### config.mk
export PLATFORM = sky130hd
export DESIGN_NAME = sd_multi_block_reader
export DESIGN_NICKNAME = d
export VERILOG_FILES = /design/src/rtl/sd_multi_block_reader.sv
export SDC_FILE = /design/constraint.sdc
export NUM_CORES = 1
export LEC_CHECK = 0
export BUFFER_PORTS_ARGS = -buffer_cell sky130_fd_sc_hd__buf_2
export CORE_MARGIN = 5
export CORE_UTILIZATION = 33
export DETAILED_ROUTE_END_ITERATION = 6
export GPL_ROUTABILITY_DRIVEN = 0
export PLACE_DENSITY = 0.61
export SLEW_MARGIN = 0
export SYNTH_ARGS = -nofsm -noshare
export SYNTH_HDL_FRONTEND = slang
export SYNTH_SLANG_ARGS = --single-unit
### constraint.sdc
create_clock -name clk_spi -period 7.3 [get_ports clk_spi]
set_clock_uncertainty 0.15 [all_clocks]
set_input_delay 0.73 -clock clk_spi [delete_from_list [all_inputs] [get_ports clk_spi]]
set_output_delay 0.73 -clock clk_spi [all_outputs]
set_load 0.005 [all_outputs]
### src/rtl/sd_multi_block_reader.sv
// Reads a run of 512-byte SD blocks through a byte-wide controller and
// packs the bytes into little-endian words for a word-addressed sink.
module sd_multi_block_reader #(
    parameter int MAX_BLOCKS     = 4,
    parameter int WORD_BYTES     = 4,
    parameter int TIMEOUT_CYCLES = 1000000,
    localparam int AW            = $clog2(MAX_BLOCKS * 512 / WORD_BYTES)
) (
    input  logic                    clk_spi,
    input  logic                    reset,
    input  logic                    start,
    input  logic [31:0]             base_block,
    input  logic [6:0]              block_count,
    input  logic                    ctrl_ready,
    output logic                    ctrl_rd,
    output logic [31:0]             ctrl_address,
    input  logic                    ctrl_byte_available,
    input  logic [7:0]              ctrl_dout,
    output logic                    wr_en,
    output logic [AW-1:0]           wr_addr,
    output logic [8*WORD_BYTES-1:0] wr_data,
    output logic                    busy,
    output logic                    done,
    output logic                    error,
    output logic [6:0]              blocks_done
);

    localparam int LW = (WORD_BYTES > 1) ? $clog2(WORD_BYTES) : 1;
    localparam int TW = $clog2(TIMEOUT_CYCLES + 1);

    typedef enum logic [2:0] {IDLE, WAIT_READY, READ, NEXT, FINISH} state_t;

    state_t                  state_reg, state_next;
    logic [31:0]             base_reg;
    logic [6:0]              count_reg;
    logic [8:0]              byte_cnt_reg;
    logic [LW-1:0]           lane_reg;
    logic [AW-1:0]           word_cnt_reg;
    logic [TW-1:0]           tmo_cnt_reg;
    logic                    avail_reg, avail_prev_reg;
    logic [7:0]              dout_reg;
    logic [8*WORD_BYTES-1:0] word_next;

    logic start_accept, start_reject, timeout, issue_rd;
    logic byte_event, lane_last, tmo_hit;

    // Byte data is registered alongside the strobe so the captured byte lines
    // up with the detected rising edge.
    assign byte_event = (state_reg == READ) && avail_reg && !avail_prev_reg;
    assign lane_last  = (lane_reg == LW'(WORD_BYTES - 1));
    assign tmo_hit    = (tmo_cnt_reg == TW'(TIMEOUT_CYCLES));

    always_ff @(posedge clk_spi or posedge reset) begin
        if (reset) state_reg <= IDLE;
        else       state_reg <= state_next;
    end

    always_comb begin
        state_next   = state_reg;
        start_accept = 1'b0;
        start_reject = 1'b0;
        timeout      = 1'b0;
        issue_rd     = 1'b0;
        busy         = 1'b0;
        done         = 1'b0;
        case (state_reg)
            IDLE: begin
                if (start) begin
                    if (block_count != 7'd0 && block_count <= 7'(MAX_BLOCKS)) begin
                        start_accept = 1'b1;
                        state_next   = WAIT_READY;
                    end else begin
                        start_reject = 1'b1;
                    end
                end
            end
            WAIT_READY: begin
                busy = 1'b1;
                if (tmo_hit) begin
                    timeout    = 1'b1;
                    state_next = IDLE;
                end else if (ctrl_ready) begin
                    issue_rd   = 1'b1;
                    state_next = READ;
                end
            end
            READ: begin
                busy = 1'b1;
                if (byte_event) begin
                    if (byte_cnt_reg == 9'd511) state_next = NEXT;
                end else if (tmo_hit) begin
                    timeout    = 1'b1;
                    state_next = IDLE;
                end
            end
            NEXT: begin
                busy       = 1'b1;
                state_next = (blocks_done + 7'd1 == count_reg) ? FINISH : WAIT_READY;
            end
            FINISH: begin
                done       = 1'b1;
                state_next = IDLE;
            end
            default: state_next = IDLE;
        endcase
    end

    // One holding register per byte lane; the completed word merges the
    // incoming byte into its lane so it can be written the following cycle.
    for (genvar gi = 0; gi < WORD_BYTES; gi++) begin : g_lane
        logic [7:0] data_reg;
        always_ff @(posedge clk_spi or posedge reset) begin
            if (reset)                                    data_reg <= 8'd0;
            else if (byte_event && lane_reg == LW'(gi))   data_reg <= dout_reg;
        end
        assign word_next[gi*8 +: 8] = (lane_reg == LW'(gi)) ? dout_reg : data_reg;
    end

    always_ff @(posedge clk_spi or posedge reset) begin
        if (reset) begin
            avail_reg      <= 1'b0;
            avail_prev_reg <= 1'b0;
            dout_reg       <= 8'd0;
            base_reg       <= 32'd0;
            count_reg      <= 7'd0;
            byte_cnt_reg   <= 9'd0;
            lane_reg       <= '0;
            word_cnt_reg   <= '0;
            tmo_cnt_reg    <= '0;
            ctrl_rd        <= 1'b0;
            ctrl_address   <= 32'd0;
            wr_en          <= 1'b0;
            wr_addr        <= '0;
            wr_data        <= '0;
            error          <= 1'b0;
            blocks_done    <= 7'd0;
        end else begin
            avail_reg      <= ctrl_byte_available;
            avail_prev_reg <= avail_reg;
            dout_reg       <= ctrl_dout;
            ctrl_rd        <= issue_rd;
            error          <= start_reject || timeout;
            wr_en          <= byte_event && lane_last;

            if (issue_rd) ctrl_address <= base_reg + {25'd0, blocks_done};

            if (byte_event) begin
                byte_cnt_reg <= byte_cnt_reg + 9'd1;
                lane_reg     <= lane_last ? '0 : lane_reg + 1'b1;
                if (lane_last) begin
                    wr_data      <= word_next;
                    wr_addr      <= word_cnt_reg;
                    word_cnt_reg <= word_cnt_reg + 1'b1;
                end
            end

            if (state_reg == NEXT) blocks_done <= blocks_done + 7'd1;

            if (start_accept) begin
                base_reg     <= base_block;
                count_reg    <= block_count;
                blocks_done  <= 7'd0;
                byte_cnt_reg <= 9'd0;
                lane_reg     <= '0;
                word_cnt_reg <= '0;
            end

            if (state_next != state_reg || byte_event)
                tmo_cnt_reg <= '0;
            else if (state_reg == WAIT_READY || state_reg == READ)
                tmo_cnt_reg <= tmo_cnt_reg + 1'b1;
        end
    end

endmodule

---- Word-level counts from Yosys, hierarchy flattened ----
Cells that the tools add are included.
operators by class
  add/subtract/negate cells ............... 6
  magnitude comparators ................... 1
  equal/unequal tests ..................... 11
  mux-type cells .......................... 38
  reductions and logical operators ........ 21
operators with widths
  cell                                                                              count
  9-bit 2-to-1 mux                                                                  5
  20-bit 2-to-1 mux                                                                 2
  32-bit by 7-bit adder with 32-bit output                                          1
  3-bit 2-to-1 mux                                                                  8
  8-bit 2-to-1 mux                                                                  3
  20-bit by 1-bit adder with 20-bit output, second input constant                   1
  20-bit == test, second input constant                                             1
  9-bit by 1-bit adder with 9-bit output, second input constant                     2
  7-bit 2-to-1 mux                                                                  2
  1-bit 2-to-1 mux                                                                  13
  3-bit case mux with 4 select lines                                                1
  9-bit == test, second input constant                                              1
  2-bit nonzero test                                                                4
  7-bit by 1-bit adder with 7-bit output, second input constant                     1
  7-bit == test                                                                     1
  7-bit by 3-bit less-or-equal comparator with 1-bit output, second input constant  1
  1-bit logical AND                                                                 7
  7-bit nonzero test                                                                1
  3-bit by 2-bit == test with 1-bit output, second input constant                   2
  2-bit 2-to-1 mux                                                                  3
  2-bit == test, second input constant                                              2
  2-bit AND reduction                                                               2
  3-bit by 1-bit == test with 1-bit output, second input constant                   1
  3-bit == test, second input constant                                              1
  other kinds (9)                                                                   11
storage, ports and cells
  bits in registers ....................... 199
  output and inout port bits .............. 85
  logic and storage cells ................. 97

---- Longest topological paths before layout ----
Gate-level depths: netlist of run 1.
  word-level depth ........................ 8
  mapped depth ............................ 9
  gate-level depth less buffers ........... 9

---- Least setup slack after synthesis of run 1 ----
OpenSTA, ideal clock, no wires.
  path kind ............................... input port to flip-flop
  from .................................... input block_count[0]
  to ...................................... register tmo_cnt_reg[1]
  setup time .............................. 0.072 ns
  arrival ................................. 2.179 ns
  data required time ...................... 7.078 ns
  setup slack ............................. 4.899 ns
  stages .................................. 8
  buffers on the path ..................... 2
  path through ............................ nor3_1 -> and4b_1 -> buf_2 -> a2111oi_2 -> o211ai_2 -> a41o_2 -> buf_6 -> nor2_1
on the way
  cells in the longest elaborated chain, start to end .. 8
  elaborated cells on any way between the ends .. 10
ends and longest elaborated chain
  what                                                                                                    line  RTL
  from (decl)                                                                                             13    input logic [6:0] block_count,
  7-bit by 3-bit less-or-equal comparator with 1-bit output / 7-bit nonzero test (equally long branches)  69    if (block_count != 7'd0 && block_count <= 7'(MAX_BLOCKS)) begin
  1-bit logical AND *                                                                                     69
  3-bit 2-to-1 mux *                                                                                      69
  3-bit 2-to-1 mux *                                                                                      68    if (start) begin
  3-bit case mux with 4 select lines *                                                                    66    case (state_reg)
  3-bit != test *                                                                                         168   if (state_next != state_reg || byte_event)
  1-bit logical OR *                                                                                      168
  20-bit 2-to-1 mux / 2-bit nonzero test (equally long branches)                                          --
  to (signal assigned)                                                                                    171   tmo_cnt_reg <= tmo_cnt_reg + 1'b1;
  to (decl)                                                                                               39    logic [TW-1:0] tmo_cnt_reg;
Every way passes the cells marked *; elsewhere a longest branch is shown, timed or not.
A chain may end at the register's enable or synchronous reset.

---- Worst setup path after layout of run 1 ----
  from .................................... register state_reg[0]
  to ...................................... register word_cnt_reg[6]
on the way
  cells in the longest elaborated chain, start to end .. 5
  elaborated cells on any way between the ends .. 9
ends and longest elaborated chain
  what                                      line  RTL
  from (decl)                               33    state_t state_reg, state_next;
  from (signal assigned)                    55    else state_reg <= state_next;
  3-bit by 2-bit == test with 1-bit output  49    assign byte_event = (state_reg == READ) && avail_reg && !avail_prev_reg;
  1-bit logical AND (2 in a row)            49
  2-bit nonzero test (no line)              --
  2-bit AND reduction (no line)             --
  to (signal assigned)                      153   word_cnt_reg <= word_cnt_reg + 1'b1;
  to (decl)                                 38    logic [AW-1:0] word_cnt_reg;
Several ways; a longest one is shown, not always the timed one.

==> results.yml, run 1 <==
synthesis:
  synth_warnings: 0
  syn_inst: 817
  synth_area_per_cell_um2: 11.1
  synth_sequential_area_ratio_pct: 55.1
  synth_top_flop_cell: "sky130_fd_sc_hd__dfrtp_1"
  number_of_distinct_library_cell_variants_in_the_gate_level_netlist_after_synthesis: 55
  synth-seq-cells: 199
  synth_area_leader_cell: "sky130_fd_sc_hd__dfrtp_1"
  postSynthNetCount: 887
  synthTopCellsByArea: "sky130_fd_sc_hd__dfrtp_1 55%, sky130_fd_sc_hd__mux2_2 8.0%, sky130_fd_sc_hd__nand2_1 4.1%"
  mappedNetlistArea_um2: 9040
  synth-edff-count: 0
  asyncSetResetFlopFracSynth_pct: 100
  synthDominantCellAreaShare_pct: 55.1
sta:
  rsz0062_at_grt: "false"
  final_max_slew_viol_count: 0
  fin_crit_ps: 3070
  final.period_utilization_pct: 42.0
  finalHoldViolations: 0
  fin_setup_tns_ps: 0
  worst_pin_slew_ps: 1130
  report.final.setup_viol: 0
  slew-limit-headroom_pct: 24.9
  worst_slack_ps: 4230
  fmaxAchievable_mhz: 326
floorplan:
  standard_cell_row_count: 60
  design.die.area_um2: 30800
  core_region_area_um2: 27000
  floorplan.initialDensity_pct: 33.5
  die_w_um: 175
  chipHeight_um: 175
  num_ports: 137
critical_path:
  path_class: "flop to flop"
  reg2reg_slack_ps: 4230
  worstSetupEndpointType: "flop"
  critical_path_arrival_ps: 3200
  cp_startpoint_kind: "flop"
  cp_max_fo: 69
  timing.critical_path.required_ps: 7440
  crit_path_start: "state_reg[0]$_DFF_PP0_"
  regToRegStartpoint: "state_reg[0]$_DFF_PP0_"
drt:
  dr_total_vias: 6254
  drc_errors: 0
  avgRoutedWirePerCell_um: 15.0
  drt-pass1-iter-count: 4
  wl_um: 19400
  vias_per_cell: 4.82
  route.antenna.remaining_nets: 0
  first_drt_iteration_drcs: 312
grt:
  grt_max_degree: 132
  vias_in_the_first_global_route: 6311
  grt_pass1_wl_um: 32900
  global_route.usage.total_pct: 13.0
  antenna_found_initial: 1
  gr-total-overflow: 0
final_layout:
  layout.cell_area.non_filler_um2: 10600
  net_count_final: 1015
  n_antenna_cell: 0
  drive_gt1_share_pct: 25.9
  postLayoutCoreUtil_pct: 39.5
  area.growth.synth_to_final_pct: 17.8
min_path:
  holdCritStartpoint: "ctrl_dout[5]"
  hold_path_class: "primary input to flop"
clock_tree:
  numClockSinks: 199
  hold_buffer_count_at_cts: 0
  tritoncts: "yes"
  htreeDepth: 4
  clock_insertion_delay_at_the_later_pin_of_the_skew_report_ps: 440
  clock_tree.root_cell: "sky130_fd_sc_hd__clkbuf_16"
  post_cts_buffers: 0
  path_clk_slew_ps: 80
  post_cts_resize_count: 0
  cts_inserted_buffers: 17
  cts.path.max_buffers: 2
power_and_ir_drop:
  power.ir.vdd_worst_v: 0.000157
  power-per-cell-area_nw_per_um2: 386
  total_power_uw: 4110
  total_leakage_power_uw: 0.00493
place:
  place.port_buffers: 136
  dpl.hpwl_um: 13500
  placedInstanceArea_um2: 10000
  placement.setup.worst_slack_ps: 4090
job:
  maxCapViolCount: 0
status:
  run_status: "completed"
[synth_stat cells, types with 5 or more instances]
library cell and n:
sky130_fd_sc_hd__nand4_1 10, sky130_fd_sc_hd__dfrtp_1 199, sky130_fd_sc_hd__inv_1 13, sky130_fd_sc_hd__o21ai_0 44, sky130_fd_sc_hd__ha_1 17, sky130_fd_sc_hd__buf_2 11, sky130_fd_sc_hd__xnor2_1 40, sky130_fd_sc_hd__nand3_1 20
sky130_fd_sc_hd__a21oi_1 33, sky130_fd_sc_hd__nor4_1 7, sky130_fd_sc_hd__nand2_1 98, sky130_fd_sc_hd__or3_1 6, sky130_fd_sc_hd__mux2_2 64, sky130_fd_sc_hd__mux2i_1 29, sky130_fd_sc_hd__nor2b_1 7, sky130_fd_sc_hd__nor2_1 89
sky130_fd_sc_hd__clkbuf_1 12, sky130_fd_sc_hd__nand2b_1 6, sky130_fd_sc_hd__nor3_1 10, sky130_fd_sc_hd__xor2_1 34, sky130_fd_sc_hd__and3_1 9, sky130_fd_sc_hd__buf_1 5
[worst max-delay path, cell delays in order (launching register included)]
cell and delay, ps:
sky130_fd_sc_hd__dfrtp_1 490, sky130_fd_sc_hd__nand2b_1 240, sky130_fd_sc_hd__nor3_4 240, sky130_fd_sc_hd__nand2_2 270, sky130_fd_sc_hd__inv_2 890, sky130_fd_sc_hd__and3_1 320, sky130_fd_sc_hd__nand4_1 120, sky130_fd_sc_hd__xor2_1 140
sky130_fd_sc_hd__nor2_1 50
[worst paths after layout]
kind	to	cells past startpoint
max	word_cnt_reg[6]$_DFFE_PP0P_	8
min	dout_reg[5]$_DFF_PP0_	1
max reg2reg	word_cnt_reg[6]$_DFFE_PP0P_	8
min reg2reg	avail_prev_reg$_DFF_PP0_	0
max in group asynchronous	count_reg[3]$_DFFE_PP0P_	3
min in group asynchronous	ctrl_address[31]$_DFFE_PP0P_	2
[per-layer routing]
layer,GRT usage [%],wire [um],up-vias
li1,-,-,3062
met4,3.38,205,2
met5,0,13,-
met2,20.7,9050,120
met3,3.06,863,22
met1,17.9,9290,3048
[kinds of logic (layout without fill, tap and decap cells)]
| group | count (synthesis) | after routing | share of synthesized area [%] |
|---|---|---|---|
| adders and majority gates | 18 | 18 | 2.58 |
| xor gates and xnor gates | 74 | 74 | 7.17 |
| and+or+nand+nor | 287 | 287 | 15.0 |
| muxes | 93 | 93 | 11.2 |
| AOI/OAI and AO/OA | 100 | 100 | 6.66 |
| DFF | 199 | 199 | 55.1 |
| buffers and inverters | 46 | 186 | 2.27 |
[stage by stage]
step,instances,hold WS [ps]
finish,1298,239
global route,1298,215
floorplan,817,205
CTS,1298,220
global placement,1267,291
detailed placement,1267,285
[final cells by class]
class	instances	area, um2
timing repair buffer	141	718
tap	341	427
fill	2615	16300
sequential	199	4980
inverter	14	60.1
clock buffer	17	425
multi-input combinational	572	3850
clock inverter	14	181
[placed cells by master (no fill, tap or decap), types with 4 or more instances in the layout]
cell	synthesis	layout
sky130_fd_sc_hd__dfrtp_1	199	199
sky130_fd_sc_hd__buf_4	3	5
sky130_fd_sc_hd__and4_1	4	4
sky130_fd_sc_hd__xnor2_1	40	40
sky130_fd_sc_hd__nand4_1	10	10
sky130_fd_sc_hd__inv_1	13	12
sky130_fd_sc_hd__mux2i_1	29	29
sky130_fd_sc_hd__nand2b_1	6	6
sky130_fd_sc_hd__nor4b_1	4	4
sky130_fd_sc_hd__nand2_1	98	98
sky130_fd_sc_hd__nand3_1	20	20
sky130_fd_sc_hd__a21oi_1	33	33
sky130_fd_sc_hd__ha_1	17	17
sky130_fd_sc_hd__or3_1	6	6
sky130_fd_sc_hd__xor2_1	34	34
sky130_fd_sc_hd__and3_1	9	9
sky130_fd_sc_hd__nor2b_1	7	7
sky130_fd_sc_hd__nor2_1	89	89
sky130_fd_sc_hd__inv_6	0	7
sky130_fd_sc_hd__buf_2	11	136
sky130_fd_sc_hd__mux2_2	64	64
sky130_fd_sc_hd__nor4_1	7	7
sky130_fd_sc_hd__nor3_1	10	10
sky130_fd_sc_hd__clkbuf_16	0	17
sky130_fd_sc_hd__o21ai_0	44	44
[where the power goes]
group	internal (uW)	switching [uW]
Sequential	1510	317
Clock	520	457
Combinational	649	664
Power figures use the tool's default switching activity.
==> inputs of run 2 (changes only) <==
- ABC_AREA: not set -> 1
- clock period: 7.3 -> 2.9 ns (I/O delays scaled with it)
==> run 2 against run 1 <==
  * Critical path depth rose by 2
  * Cell count rose by 31%
  * Worst setup slack got worse by 3800 ps
  * Via count rose by 25%
  * Cell area rose by 9.2%
  * Sequential power rose by 120%
  * Sequential share of layout area fell by 3.9 points
  * Global-route usage rose by 1.7 points
  * Clock-buffer cell count did not move
  * Synthesized area rose by 4.8%
  * Sequential cell count did not move
  * Critical endpoint is now ctrl_address[26]$_DFFE_PP0P_
==> results.yml, run 2 <==
status:
  run_status: "completed"
synthesis:
  synth_sequential_area_ratio_pct: 52.6
  number_of_distinct_library_cell_variants_in_the_gate_level_netlist_after_synthesis: 38
  synth-seq-cells: 199
  synth_warnings: 0
  synth_area_leader_cell: "sky130_fd_sc_hd__dfrtp_1"
  synthDominantCellAreaShare_pct: 52.6
  asyncSetResetFlopFracSynth_pct: 100
  synth_area_per_cell_um2: 8.41
  synth-edff-count: 0
  mappedNetlistArea_um2: 9470
  postSynthNetCount: 1196
  yosys.cell_count.top_type: "sky130_fd_sc_hd__nand2_1"
  synth_commonest_cells: "300 x sky130_fd_sc_hd__nand2_1, 199 x sky130_fd_sc_hd__dfrtp_1, 121 x sky130_fd_sc_hd__o21ai_0"
  syn_inst: 1126
  synth_top_flop_cell: "sky130_fd_sc_hd__dfrtp_1"
  synthTopCellsByArea: "sky130_fd_sc_hd__dfrtp_1 53%, sky130_fd_sc_hd__nand2_1 12%, sky130_fd_sc_hd__o21ai_0 6.4%"
sta:
  worst_pin_slew_ps: 645
  report.final.setup_viol: 0
  rsz0062_at_grt: "false"
  fin_setup_tns_ps: 0
  final_max_slew_viol_count: 0
  final.period_utilization_pct: 84.0
  finalHoldViolations: 0
  fmaxAchievable_mhz: 410
  slew-limit-headroom_pct: 56.9
  fin_crit_ps: 2440
floorplan:
  num_ports: 137
  floorplan.initialDensity_pct: 33.2
  chipHeight_um: 179
  standard_cell_row_count: 62
  core_region_area_um2: 28500
  die_w_um: 179
  design.die.area_um2: 32200
drt:
  drt-pass1-iter-count: 5
  first_drt_iteration_drcs: 500
  avgRoutedWirePerCell_um: 13.6
  vias_per_cell: 4.63
  drc_errors: 0
  route.antenna.remaining_nets: 0
  wl_um: 23000
  dr_total_vias: 7846
place:
  placedInstanceArea_um2: 10600
  place.port_buffers: 136
  dpl.hpwl_um: 16300
final_layout:
  postLayoutCoreUtil_pct: 40.7
  layout.cells.most_common_list: "300 x sky130_fd_sc_hd__nand2_1, 199 x sky130_fd_sc_hd__dfrtp_1, 136 x sky130_fd_sc_hd__buf_2, 121 x sky130_fd_sc_hd__o21ai_0, 113 x sky130_fd_sc_hd__inv_1"
  area.growth.synth_to_final_pct: 22.7
  drive_gt1_share_pct: 17.7
  mostFrequentLayoutCell: "sky130_fd_sc_hd__nand2_1"
  n_antenna_cell: 0
  nFillCells: 2923
  layout.cell_area.non_filler_um2: 11600
  net_count_final: 1369
job:
  maxCapViolCount: 0
critical_path:
  critical_path_arrival_ps: 2610
  cp_startpoint_kind: "flop"
  cp_max_fo: 7
  timing.critical_path.required_ps: 3070
  path_class: "flop to flop"
  worstSetupEndpointType: "flop"
clock_tree:
  post_cts_resize_count: 0
  cts_inserted_buffers: 17
  numClockSinks: 199
  path_clk_slew_ps: 70
  cts.path.max_buffers: 2
  htreeDepth: 4
  clock_tree.root_cell: "sky130_fd_sc_hd__clkbuf_16"
  clock_insertion_delay_at_the_later_pin_of_the_skew_report_ps: 430
  tritoncts: "yes"
grt:
  antenna_found_initial: 0
  vias_in_the_first_global_route: 7844
  global_route.usage.total_pct: 14.6
  grt_pass1_wl_um: 39600
  grt_max_degree: 80
  gr-total-overflow: 0
power_and_ir_drop:
  power.ir.vdd_worst_v: 0.000372
  power-per-cell-area_nw_per_um2: 776
  total_leakage_power_uw: 0.00590
min_path:
  hold_path_class: "primary input to flop"
## run 2: critical path, cell delays in order (launching register included)
cell and delay (ps):
sky130_fd_sc_hd__dfrtp_1 480, sky130_fd_sc_hd__ha_1 220, sky130_fd_sc_hd__inv_1 60, sky130_fd_sc_hd__fa_1 410
sky130_fd_sc_hd__nor2_1 130, sky130_fd_sc_hd__nor2_1 80, sky130_fd_sc_hd__o21bai_1 380, sky130_fd_sc_hd__nand3_1 160
sky130_fd_sc_hd__xor2_1 170, sky130_fd_sc_hd__nand2_1 60, sky130_fd_sc_hd__nand2_1 50
## run 2: per-stage QoR
stage | instances | total power (uW) | hold WS (ps) | worst slack [ps]
finish | 1695 | 9020 | 24.6 | 464
detailed placement | 1620 | 6700 | 218 | 497
global route | 1695 | 9740 | 18.4 | 227
global placement | 1620 | 6640 | 216 | 576
CTS | 1695 | 9140 | 6.05 | 479
floorplan | 1126 | 5720 | 171 | -114
## run 2: layout make-up
cell class / instances / area [um2] / area share [%]
clock buffer: 17 / 425 / 3.66
clock inverter: 14 / 155 / 1.33
inverter: 121 / 458 / 3.94
multi-input combinational: 767 / 3850 / 33.2
sequential: 199 / 4980 / 42.8
tap: 384 / 480 / 4.13
timing repair buffer: 193 / 1270 / 10.9
## run 2: repair_timing
item | 4_1_cts | 5_1_grt
endpoints found under the hold margin | 67 | 0
hold buffers | 44 | 0
setup buffers | 0 | 0
## run 2: kinds of logic after synthesis
family	Yosys count	share of synthesized area, %
mux	13	1.55
compound gates	178	9.80
xor+xnor	34	3.14
simple gates	524	23.6
buf+inv	160	6.92
fa+ha+maj	18	2.46
flops	199	52.6
## run 2: worst paths after layout
check / from / slack (ps) / cells after the start / to
max in group asynchronous: reset / 1430 / 5 / ctrl_address[16]$_DFFE_PP0P_
worst max-delay path: blocks_done[0]$_DFFE_PP0P_ / 460 / 10 / ctrl_address[26]$_DFFE_PP0P_
worst max register to register: blocks_done[0]$_DFFE_PP0P_ / 460 / 10 / ctrl_address[26]$_DFFE_PP0P_
worst min register to register: avail_reg$_DFF_PP0_ / 240 / 0 / avail_prev_reg$_DFF_PP0_
min in group asynchronous: reset / 340 / 3 / wr_data[2]$_DFFE_PP0P_
worst min-delay path: block_count[2] / 20 / 3 / count_reg[2]$_DFFE_PP0P_
## run 2: power by group
| group | switching, uW | internal [uW] | leakage (uW) |
|---|---|---|---|
| registers | 539 | 3540 | 0.00250 |
| clock network | 1210 | 1160 | 0.000285 |
| logic | 1520 | 1060 | 0.00311 |
## run 2: metal layers
metal  wire [um]  track usage (%)  vias up
met2       11000             24.5      175
met1       10700             19.6     3690
li1            -                -     3954
met3         976             2.71       27
met4         328             4.08        0
met5           0                0        -
